--- src/rtl/spi_burst_reader.sv ---
// spi_burst_reader: reads a burst of device registers through an attached
// SPI word master. It sends one address word with the read flag in the MSB,
// then clocks out zero words and returns each received word together with
// its position in the burst.
module spi_burst_reader #(
    parameter int WORDBITS     = 8,
    parameter int MAX_BURST    = 16,
    parameter int TIMEOUT_CLKS = 4096,
    localparam int LW = $clog2(MAX_BURST + 1),
    localparam int IW = $clog2(MAX_BURST)
) (
    input  logic                clock,
    input  logic                reset,
    input  logic                start,
    input  logic [WORDBITS-2:0] regAddr,
    input  logic [LW-1:0]       readLen,
    output logic                busy,
    output logic                done,
    output logic                error,
    output logic [WORDBITS-1:0] rxWord,
    output logic                rxValid,
    output logic [IW-1:0]       rxIndex,
    output logic [WORDBITS-1:0] spiTxData,
    output logic                spiSend,
    input  logic [WORDBITS-1:0] spiRxData,
    input  logic                spiComplete
);

    localparam int TW = (TIMEOUT_CLKS > 2) ? $clog2(TIMEOUT_CLKS) : 1;
    localparam logic [LW-1:0] MAX_L    = LW'(MAX_BURST);
    localparam logic [TW-1:0] TMO_LAST = TW'(TIMEOUT_CLKS - 1);

    typedef enum logic [2:0] {
        IDLE,
        ADDR_XFER,
        ADDR_GAP,
        DATA_XFER,
        DATA_GAP,
        FINISH
    } state_t;

    state_t                state_q, state_d;
    logic                  send_q, send_d;
    logic [WORDBITS-1:0]   tx_q, tx_d;
    logic                  busy_q, busy_d;
    logic                  done_q, done_d;
    logic                  err_q, err_d;
    logic                  rxv_q, rxv_d;
    logic [WORDBITS-1:0]   rxw_q, rxw_d;
    logic [IW-1:0]         rxi_q, rxi_d;
    logic [LW-1:0]         len_q, len_d;
    logic [LW-1:0]         cnt_q, cnt_d;
    logic [TW-1:0]         tmo_q, tmo_d;
    logic                  gap_q, gap_d;
    // Settle timer after reset: keeps the master idle for two cycles so it
    // can leave its own restart state before the first new transfer.
    logic [1:0]            quiet_q, quiet_d;

    // State and output registers; reset forces every output and counter low.
    always_ff @(posedge clock) begin
        if (reset) begin
            state_q <= IDLE;
            send_q  <= 1'b0;
            tx_q    <= '0;
            busy_q  <= 1'b0;
            done_q  <= 1'b0;
            err_q   <= 1'b0;
            rxv_q   <= 1'b0;
            rxw_q   <= '0;
            rxi_q   <= '0;
            len_q   <= '0;
            cnt_q   <= '0;
            tmo_q   <= '0;
            gap_q   <= 1'b0;
            quiet_q <= 2'd2;
        end else begin
            state_q <= state_d;
            send_q  <= send_d;
            tx_q    <= tx_d;
            busy_q  <= busy_d;
            done_q  <= done_d;
            err_q   <= err_d;
            rxv_q   <= rxv_d;
            rxw_q   <= rxw_d;
            rxi_q   <= rxi_d;
            len_q   <= len_d;
            cnt_q   <= cnt_d;
            tmo_q   <= tmo_d;
            gap_q   <= gap_d;
            quiet_q <= quiet_d;
        end
    end

    // Next-state and next-output logic; done/rxValid are single-cycle pulses.
    always_comb begin
        state_d = state_q;
        send_d  = send_q;
        tx_d    = tx_q;
        busy_d  = busy_q;
        done_d  = 1'b0;
        err_d   = err_q;
        rxv_d   = 1'b0;
        rxw_d   = rxw_q;
        rxi_d   = rxi_q;
        len_d   = len_q;
        cnt_d   = cnt_q;
        tmo_d   = tmo_q;
        gap_d   = gap_q;
        quiet_d = quiet_q;

        case (state_q)
            IDLE: begin
                if (quiet_q != 2'd0) begin
                    quiet_d = quiet_q - 2'd1;
                end else if (start) begin
                    if (readLen == '0) begin
                        done_d = 1'b1;
                        err_d  = 1'b0;
                    end else if (readLen > MAX_L) begin
                        done_d = 1'b1;
                        err_d  = 1'b1;
                    end else begin
                        len_d   = readLen;
                        cnt_d   = '0;
                        tx_d    = {1'b1, regAddr};
                        send_d  = 1'b1;
                        busy_d  = 1'b1;
                        err_d   = 1'b0;
                        tmo_d   = '0;
                        state_d = ADDR_XFER;
                    end
                end
            end

            ADDR_XFER, DATA_XFER: begin
                if (spiComplete) begin
                    send_d = 1'b0;
                    gap_d  = 1'b0;
                    if (state_q == ADDR_XFER) begin
                        // The word clocked in during the address phase is junk.
                        state_d = ADDR_GAP;
                    end else begin
                        rxw_d   = spiRxData;
                        rxi_d   = cnt_q[IW-1:0];
                        rxv_d   = 1'b1;
                        cnt_d   = cnt_q + 1'b1;
                        state_d = (cnt_q == len_q - 1'b1) ? FINISH : DATA_GAP;
                    end
                end else if (tmo_q == TMO_LAST) begin
                    send_d  = 1'b0;
                    done_d  = 1'b1;
                    err_d   = 1'b1;
                    busy_d  = 1'b0;
                    state_d = IDLE;
                end else begin
                    tmo_d = tmo_q + 1'b1;
                end
            end

            ADDR_GAP, DATA_GAP: begin
                if (!gap_q) begin
                    gap_d = 1'b1;
                end else begin
                    tx_d    = '0;
                    send_d  = 1'b1;
                    tmo_d   = '0;
                    state_d = DATA_XFER;
                end
            end

            FINISH: begin
                done_d  = 1'b1;
                busy_d  = 1'b0;
                state_d = IDLE;
            end

            default: state_d = IDLE;
        endcase
    end

    assign busy      = busy_q;
    assign done      = done_q;
    assign error     = err_q;
    assign rxWord    = rxw_q;
    assign rxValid   = rxv_q;
    assign rxIndex   = rxi_q;
    assign spiTxData = tx_q;
    assign spiSend   = send_q;

endmodule

--- config.mk ---
export PLATFORM = sky130hd
export DESIGN_NAME = spi_burst_reader
export DESIGN_NICKNAME = d
export VERILOG_FILES = /design/src/rtl/spi_burst_reader.sv
export SDC_FILE = /design/constraint.sdc
export NUM_CORES = 1
export LEC_CHECK = 0
export ABC_CLOCK_PERIOD_IN_PS = 2540
export BUFFER_PORTS_ARGS = -buffer_cell sky130_fd_sc_hd__buf_2
export CAP_MARGIN = 20
export CORE_ASPECT_RATIO = 0.5
export CORE_UTILIZATION = 26
export CTS_CLUSTER_SIZE = 10
export DETAILED_ROUTE_END_ITERATION = 7
export GPL_ROUTABILITY_DRIVEN = 0
export HOLD_SLACK_MARGIN = 0.02
export PLACE_DENSITY = 0.52
export SKIP_LAST_GASP = 1
export SYNTH_ARGS = -nofsm -noshare
export SYNTH_HDL_FRONTEND = slang
export SYNTH_SLANG_ARGS = --single-unit
--- constraint.sdc ---
create_clock -name clock -period 2.54 [get_ports clock]
set_input_delay 0.254 -clock clock [delete_from_list [all_inputs] [get_ports clock]]
set_output_delay 0.254 -clock clock [all_outputs]
set_load 0.01 [all_outputs]
==> metrics.md, run 1 <==
| Metric | Value |
|---|---|
| Power Density | `669 nW/um^2` |
| CP arrival | `2.34 ns` |
| GRT Util Overall | `0.121` |
| DRC viols | `0` |
| Peak supply drop | `0.278 mV` |
| Number of maximum-capacitance violations | `0` |
| Synth Cell Area | `2510 sq um` |
| Vias per inst | `4.72` |
| Root buf cell | `clkbuf_16` |
| Iter 0 DRT Violations | `107` |
| Reg2reg start | `tmo_q[0]` |
| Area leader, netlist | `dfxtp_1` |
| Synth Area per Inst | `8.29 sq um` |
| Final setup vio count | `0` |
| FFs w/ async S/R, synth | `0` |
| # fillers | `965` |
| Fin util | `0.340` |
| Max Freq | `0.465 GHz` |
| Placed cells | `473` |
| Largest net degree at the start of global routing | `29` |
| Number of global-route vias before repair | `1992` |
| Cell count after synthesis | `303` |
| Post-synthesis register bit count | `53` |
| Clk buf depth | `2` |
| RR Endpoint | `tmo_q[5]` |
| Slew headroom | `0.695` |
| Clk sinks | `53` |
| Initial core utilization | `0.278` |
| Yosys warns | `0` |
| CTS Buf Count | `5` |
| H-tree Lvls | `2` |
| CP startpoint | `readLen[0]` |
| Final WL | `5880 um` |
| Fin. max-slew vios | `0` |
| Initial antenna violation count | `0` |
| CTS Hold Buffers Added | `0` |
| HPWL Detailed | `4320 um` |
| Pre-CTS setup slack | `0.0791 ns` |
| Final net count | `380` |
| Gr ovfl total | `0` |
| Die width | `141 um` |
| Worst hold slack | `0.187 ns` |
| Clk_skew | `0.00610 ns` |
| Setup bufs post-CTS | `0` |
| Minimum clock period after layout | `2.15 ns` |
| Row cnt | `24` |
| Register Area | `1060 sq um` |
| Die Y-Extent | `71.5 um` |
| WHS Path Cells | `3` |
| Worst setup path endpoint | `tmo_q[5]` |
| Top cells by area, synth | `dfxtp_1 42%, a21oi_1 7.2%, nand2_1 7.0%` |
| Routed vias | `2265` |
| Layout cells sized above 1 | `0.223` |
| Latest clock arrival within the worst-skew pair | `0.30 ns` |
| Top cells by count, synth | `53 x dfxtp_1, 47 x nand2_1, 36 x a21oi_1` |
| Prevailing post-synth register cell | `dfxtp_1` |
| Crit Path Category | `input pin to register` |
| Setup TNS | `0 ns` |
| # diodes | `0` |
| Hold crit path type | `input pin to register` |
| Core outline area | `9040 sq um` |
| First-pass GRT wire length | `9580 um` |
| ANT nets after route | `0` |
| DRT Pass-1 Iters | `4` |
| Reg-to-reg slack, setup | `0.55 ns` |
| Status | `completed` |
| Port buffer count | `48` |
| Final period utilization | `0.847` |
| Footprint of the multi-input gates | `1330 sq um` |
| Yosys top cell area share | `0.423` |
| Final instance count without filler cells | `480` |
| CP endpoint kind | `register` |
| Startpoint types | `input pin` |
| Post-DR wirelength/cell | `12.3 um` |
| CP required | `2.73 ns` |
| Worst Path Max Fanout | `11` |
| Final hold vios | `0` |
| CTS tree | `done` |
| Syn_nets | `333` |
| DIE AREA | `10100 sq um` |
| Reg2reg path depth | `6` |
| Share of the yosys chip area belonging to registers | `0.423` |
| RSZ-0062 raised after global routing | `false` |
| Count leader, synth | `dfxtp_1` |
| Final Worst Setup Slack | `0.388 ns` |
| Area Overhead vs Synth | `22.3%` |
| Leakage | `0.00117 uW` |
| Cts repair resizes | `0` |
| Clock transition at the registers of the reported paths | `0.07 ns` |
| Synth cell types | `51` |
| Slew @ Worst Pin | `0.453 ns` |
| IO Count | `49` |
| Number of synthesized flops with an enable pin | `0` |
layer usage:
| metal | GRT usage | wire length [um] | vias up |
|---|---|---|---|
| met3 | 0.0281 | 170 | 8 |
| met4 | 0.0543 | 97 | 0 |
| met5 | 0 | 0 | - |
| met1 | 0.164 | 3070 | 1055 |
| met2 | 0.184 | 2550 | 29 |
| li1 | - | - | 1173 |
cell usage in the layout, fill, tap and decap left out, types with 2 or more instances in the layout:
master	n
a21o_1	2
a311oi_1	2
a21oi_2	2
o211ai_1	2
or3_1	5
or4_1	9
clkbuf_16	5
dfxtp_1	53
o21ai_0	5
xnor2_1	9
a21oi_1	36
nor2_1	24
o31a_1	2
nand3_1	11
o22ai_1	2
buf_2	48
inv_1	8
nand2b_1	4
o21ai_1	4
nor4_1	3
o31ai_1	3
nand4_1	3
a211oi_1	3
and2_1	2
buf_4	10
nand2_1	47
a22oi_1	7
nor3_1	11
ha_1	6
worst min-delay path by stage:
stage                  from          to
2_1_floorplan  spiRxData[0]   rxWord[0]
3_3_place_gp      rxWord[3]   rxWord[3]
3_5_place_dp     rxIndex[0]  rxIndex[0]
4_1_cts        spiRxData[7]   rxWord[7]
5_1_grt        spiRxData[0]   rxWord[0]
6_report       spiRxData[7]   rxWord[7]
stage by stage:
| stage | cell area (sq um) | power, uW |
|---|---|---|
| floorplan | 2510 | 1180 |
| global placement | 2910 | 1300 |
| detailed placement | 2910 | 1300 |
| CTS | 3070 | 2080 |
| global route | 3070 | 2160 |
| finish | 3070 | 2050 |
state kept, by name, indices dropped and copies added (netlist names):
name       flops
gap_q          1
state_q        3
spiTxData      8
rxIndex        4
done           1
spiSend        1
rxWord         8
cnt_q          5
error          1
busy           1
rxValid        1
tmo_q         12
len_q          5
quiet_q        2
report_power, final:
group          internal, uW  leakage (uW)  switching, uW  total [uW]
Combinational           155      0.000662            208         362
Clock                   464     0.0000803            320         783
Sequential              877      0.000428           32.0         909
Total                  1500       0.00117            559        2050
final cells by class:
class,count,area share
clock inverters,2,0.0126
multi-input cells,223,0.434
flip-flops and latches,53,0.346
well taps,130,0.0530
clock buffers,5,0.0407
repair buffers,58,0.103
inverters,9,0.0110
cells by family after synthesis:
kind of cell	share of synthesized area
AO/OA/AOI/OAI	0.186
buffers and inverters	0.0463
adder cells (fa/ha/maj)	0.0299
flip-flops	0.423
XOR/XNOR	0.0349
AND/OR/NAND/NOR	0.281
worst max-delay path: stages:
cell       delay (ns)
buf_2            0.10
or4_1            0.55
ha_1             0.23
nand4bb_4        0.22
o211ai_2         0.20
a21oi_2          0.16
buf_4            0.19
o31a_1           0.27
o21a_1           0.18
No activity file was read; power rests on OpenSTA's default activity.
==> run 2, diff against run 1 <==
Settings changed: ABC_CLOCK_PERIOD_IN_PS 2540 to 2080.
Clock period 2.54 ns to 2.08 ns, I/O delays scaled along.
==> metrics.md, run 2 (synthesized netlist as in run 1, its figures left out) <==
| Metric | Value |
|---|---|
| Slew headroom | `0.648` |
| Routed vias | `2307` |
| IO Count | `49` |
| Number of maximum-capacitance violations | `0` |
| Largest net degree at the start of global routing | `45` |
| CTS Hold Buffers Added | `0` |
| Final Worst Setup Slack | `-0.0145 ns` |
| Vias per inst | `4.66` |
| Setup TNS | `-0.0248 ns` |
| GRT Util Overall | `0.134` |
| Clk buf depth | `2` |
| Layout cells sized above 1 | `0.271` |
| Iter 0 DRT Violations | `105` |
| Commonest non-fill, non-tap cell in the layout | `dfxtp_1` |
| Final hold vios | `0` |
| Final period utilization | `1.01` |
| First-pass GRT wire length | `10700 um` |
| Status | `complete, but fails checks` |
| DIE AREA | `10100 sq um` |
| Setup bufs post-CTS | `0` |
| Hold crit path type | `input pin to register` |
| Clk sinks | `53` |
| Leakage | `0.00123 uW` |
| Clk_skew | `0.00538 ns` |
| Final setup vio count | `2` |
| Reg-to-reg slack, setup | `0.17 ns` |
| Area Overhead vs Synth | `28.0%` |
| Row cnt | `24` |
| Port buffer count | `48` |
| Fin. max-slew vios | `0` |
| Initial antenna violation count | `0` |
| Final WL | `6080 um` |
| Core outline area | `9040 sq um` |
| Worst hold slack | `0.136 ns` |
| Most frequent cells in the layout | `53 x dfxtp_1, 47 x buf_2, 46 x nand2_1, 36 x a21oi_1, 24 x nor2_1` |
| Max reg flops | `12` |
| # diodes | `0` |
| Latest clock arrival within the worst-skew pair | `0.30 ns` |
| H-tree Lvls | `2` |
| Crit Path Category | `input pin to register` |
| Minimum clock period after layout | `2.09 ns` |
| Final instance count without filler cells | `495` |
| DRC viols | `0` |
| Die width | `141 um` |
| ANT nets after route | `0` |
| CP arrival | `2.32 ns` |
| Number of global-route vias before repair | `2200` |
| Violated checks | `negative setup slack` |
| RSZ-0062 raised after global routing | `true` |
| CP required | `2.31 ns` |
| Initial core utilization | `0.278` |
| Clock transition at the registers of the reported paths | `0.07 ns` |
| Post-DR wirelength/cell | `12.3 um` |
| Die Y-Extent | `71.5 um` |
| Slew @ Worst Pin | `0.528 ns` |
| Worst Path Max Fanout | `11` |
| Peak supply drop | `0.286 mV` |
| HPWL Detailed | `4210 um` |
| Placed cells | `486` |
| CP endpoint kind | `register` |
| Final net count | `394` |
| Largest reg by FF count | `tmo_q` |
| Max Freq | `0.477 GHz` |
| Tot Pwr | `2450 uW` |
| Gr ovfl total | `0` |
| Power Density | `762 nW/um^2` |
| Root buf cell | `clkbuf_16` |
| CTS tree | `done` |
| DRT Pass-1 Iters | `4` |
| Pre-CTS setup slack | `-0.382 ns` |
| Startpoint types | `input pin` |
| CTS Buf Count | `5` |
[run 2: changes by cell type in the layout (fill, tap and decap cells not counted), sizes merged]
cell / delta
buf: +13
a21oi: +1
bufinv: -1
clkinvlp: +1
clkinv: +1
[run 2: worst paths after layout]
kind,cells after the start,from,end
worst min-delay path,3,spiRxData[5],rxWord[5]
worst max-delay path,8,readLen[3],tmo_q[9]
worst min register to register,2,rxWord[5],rxWord[5]
worst max register to register,7,quiet_q[0],tmo_q[9]
[run 2: metrics by stage]
step / util / area (sq um)
after global routing: 0.355 / 3210
final: 0.355 / 3210
after CTS: 0.353 / 3190
after floorplan: - / 2540
after global placement: 0.334 / 3020
after detailed placement: 0.334 / 3020
[run 2: critical path: stages]
cell and delay (ns):
buf_6 0.09, or4_4 0.56, ha_4 0.18, nand4bb_4 0.21, o211ai_4 0.27, a21oi_4 0.14, or4_1 0.49, a21oi_1 0.16
[run 2: area by class of cell]
| cell class | count | area, sq um |
|---|---|---|
| Fill cell | 980 | 5830 |
| Multi-Input combinational cell | 224 | 1390 |
| Sequential cell | 53 | 1060 |
| Timing Repair Buffer | 71 | 423 |
| Tap cell | 130 | 163 |
| Clock buffer | 5 | 125 |
| Inverter | 9 | 33.8 |
| Clock inverter | 3 | 21.3 |
[run 2: what timing repair did]
action,4_1_cts,5_1_grt
pin swaps,3,4
resized for setup,3,5
gates cloned,1,0
hold endpoints to repair,0,0
endpoints found under the setup margin,11,19
[run 2: metal layers]
layer  track usage  wire [um]  part of all wire  vias up
met5             0          0                 0        -
met4        0.0628        101             0.017        0
met2         0.208       2600              0.43       24
met1         0.179       3230              0.53     1063
li1              -          -                 -     1212
met3        0.0287        160             0.026        8
[run 2: report_power, final]
group,internal [uW],switching (uW)
Combinational,217,277
Sequential,1070,37.6
Clock,449,396
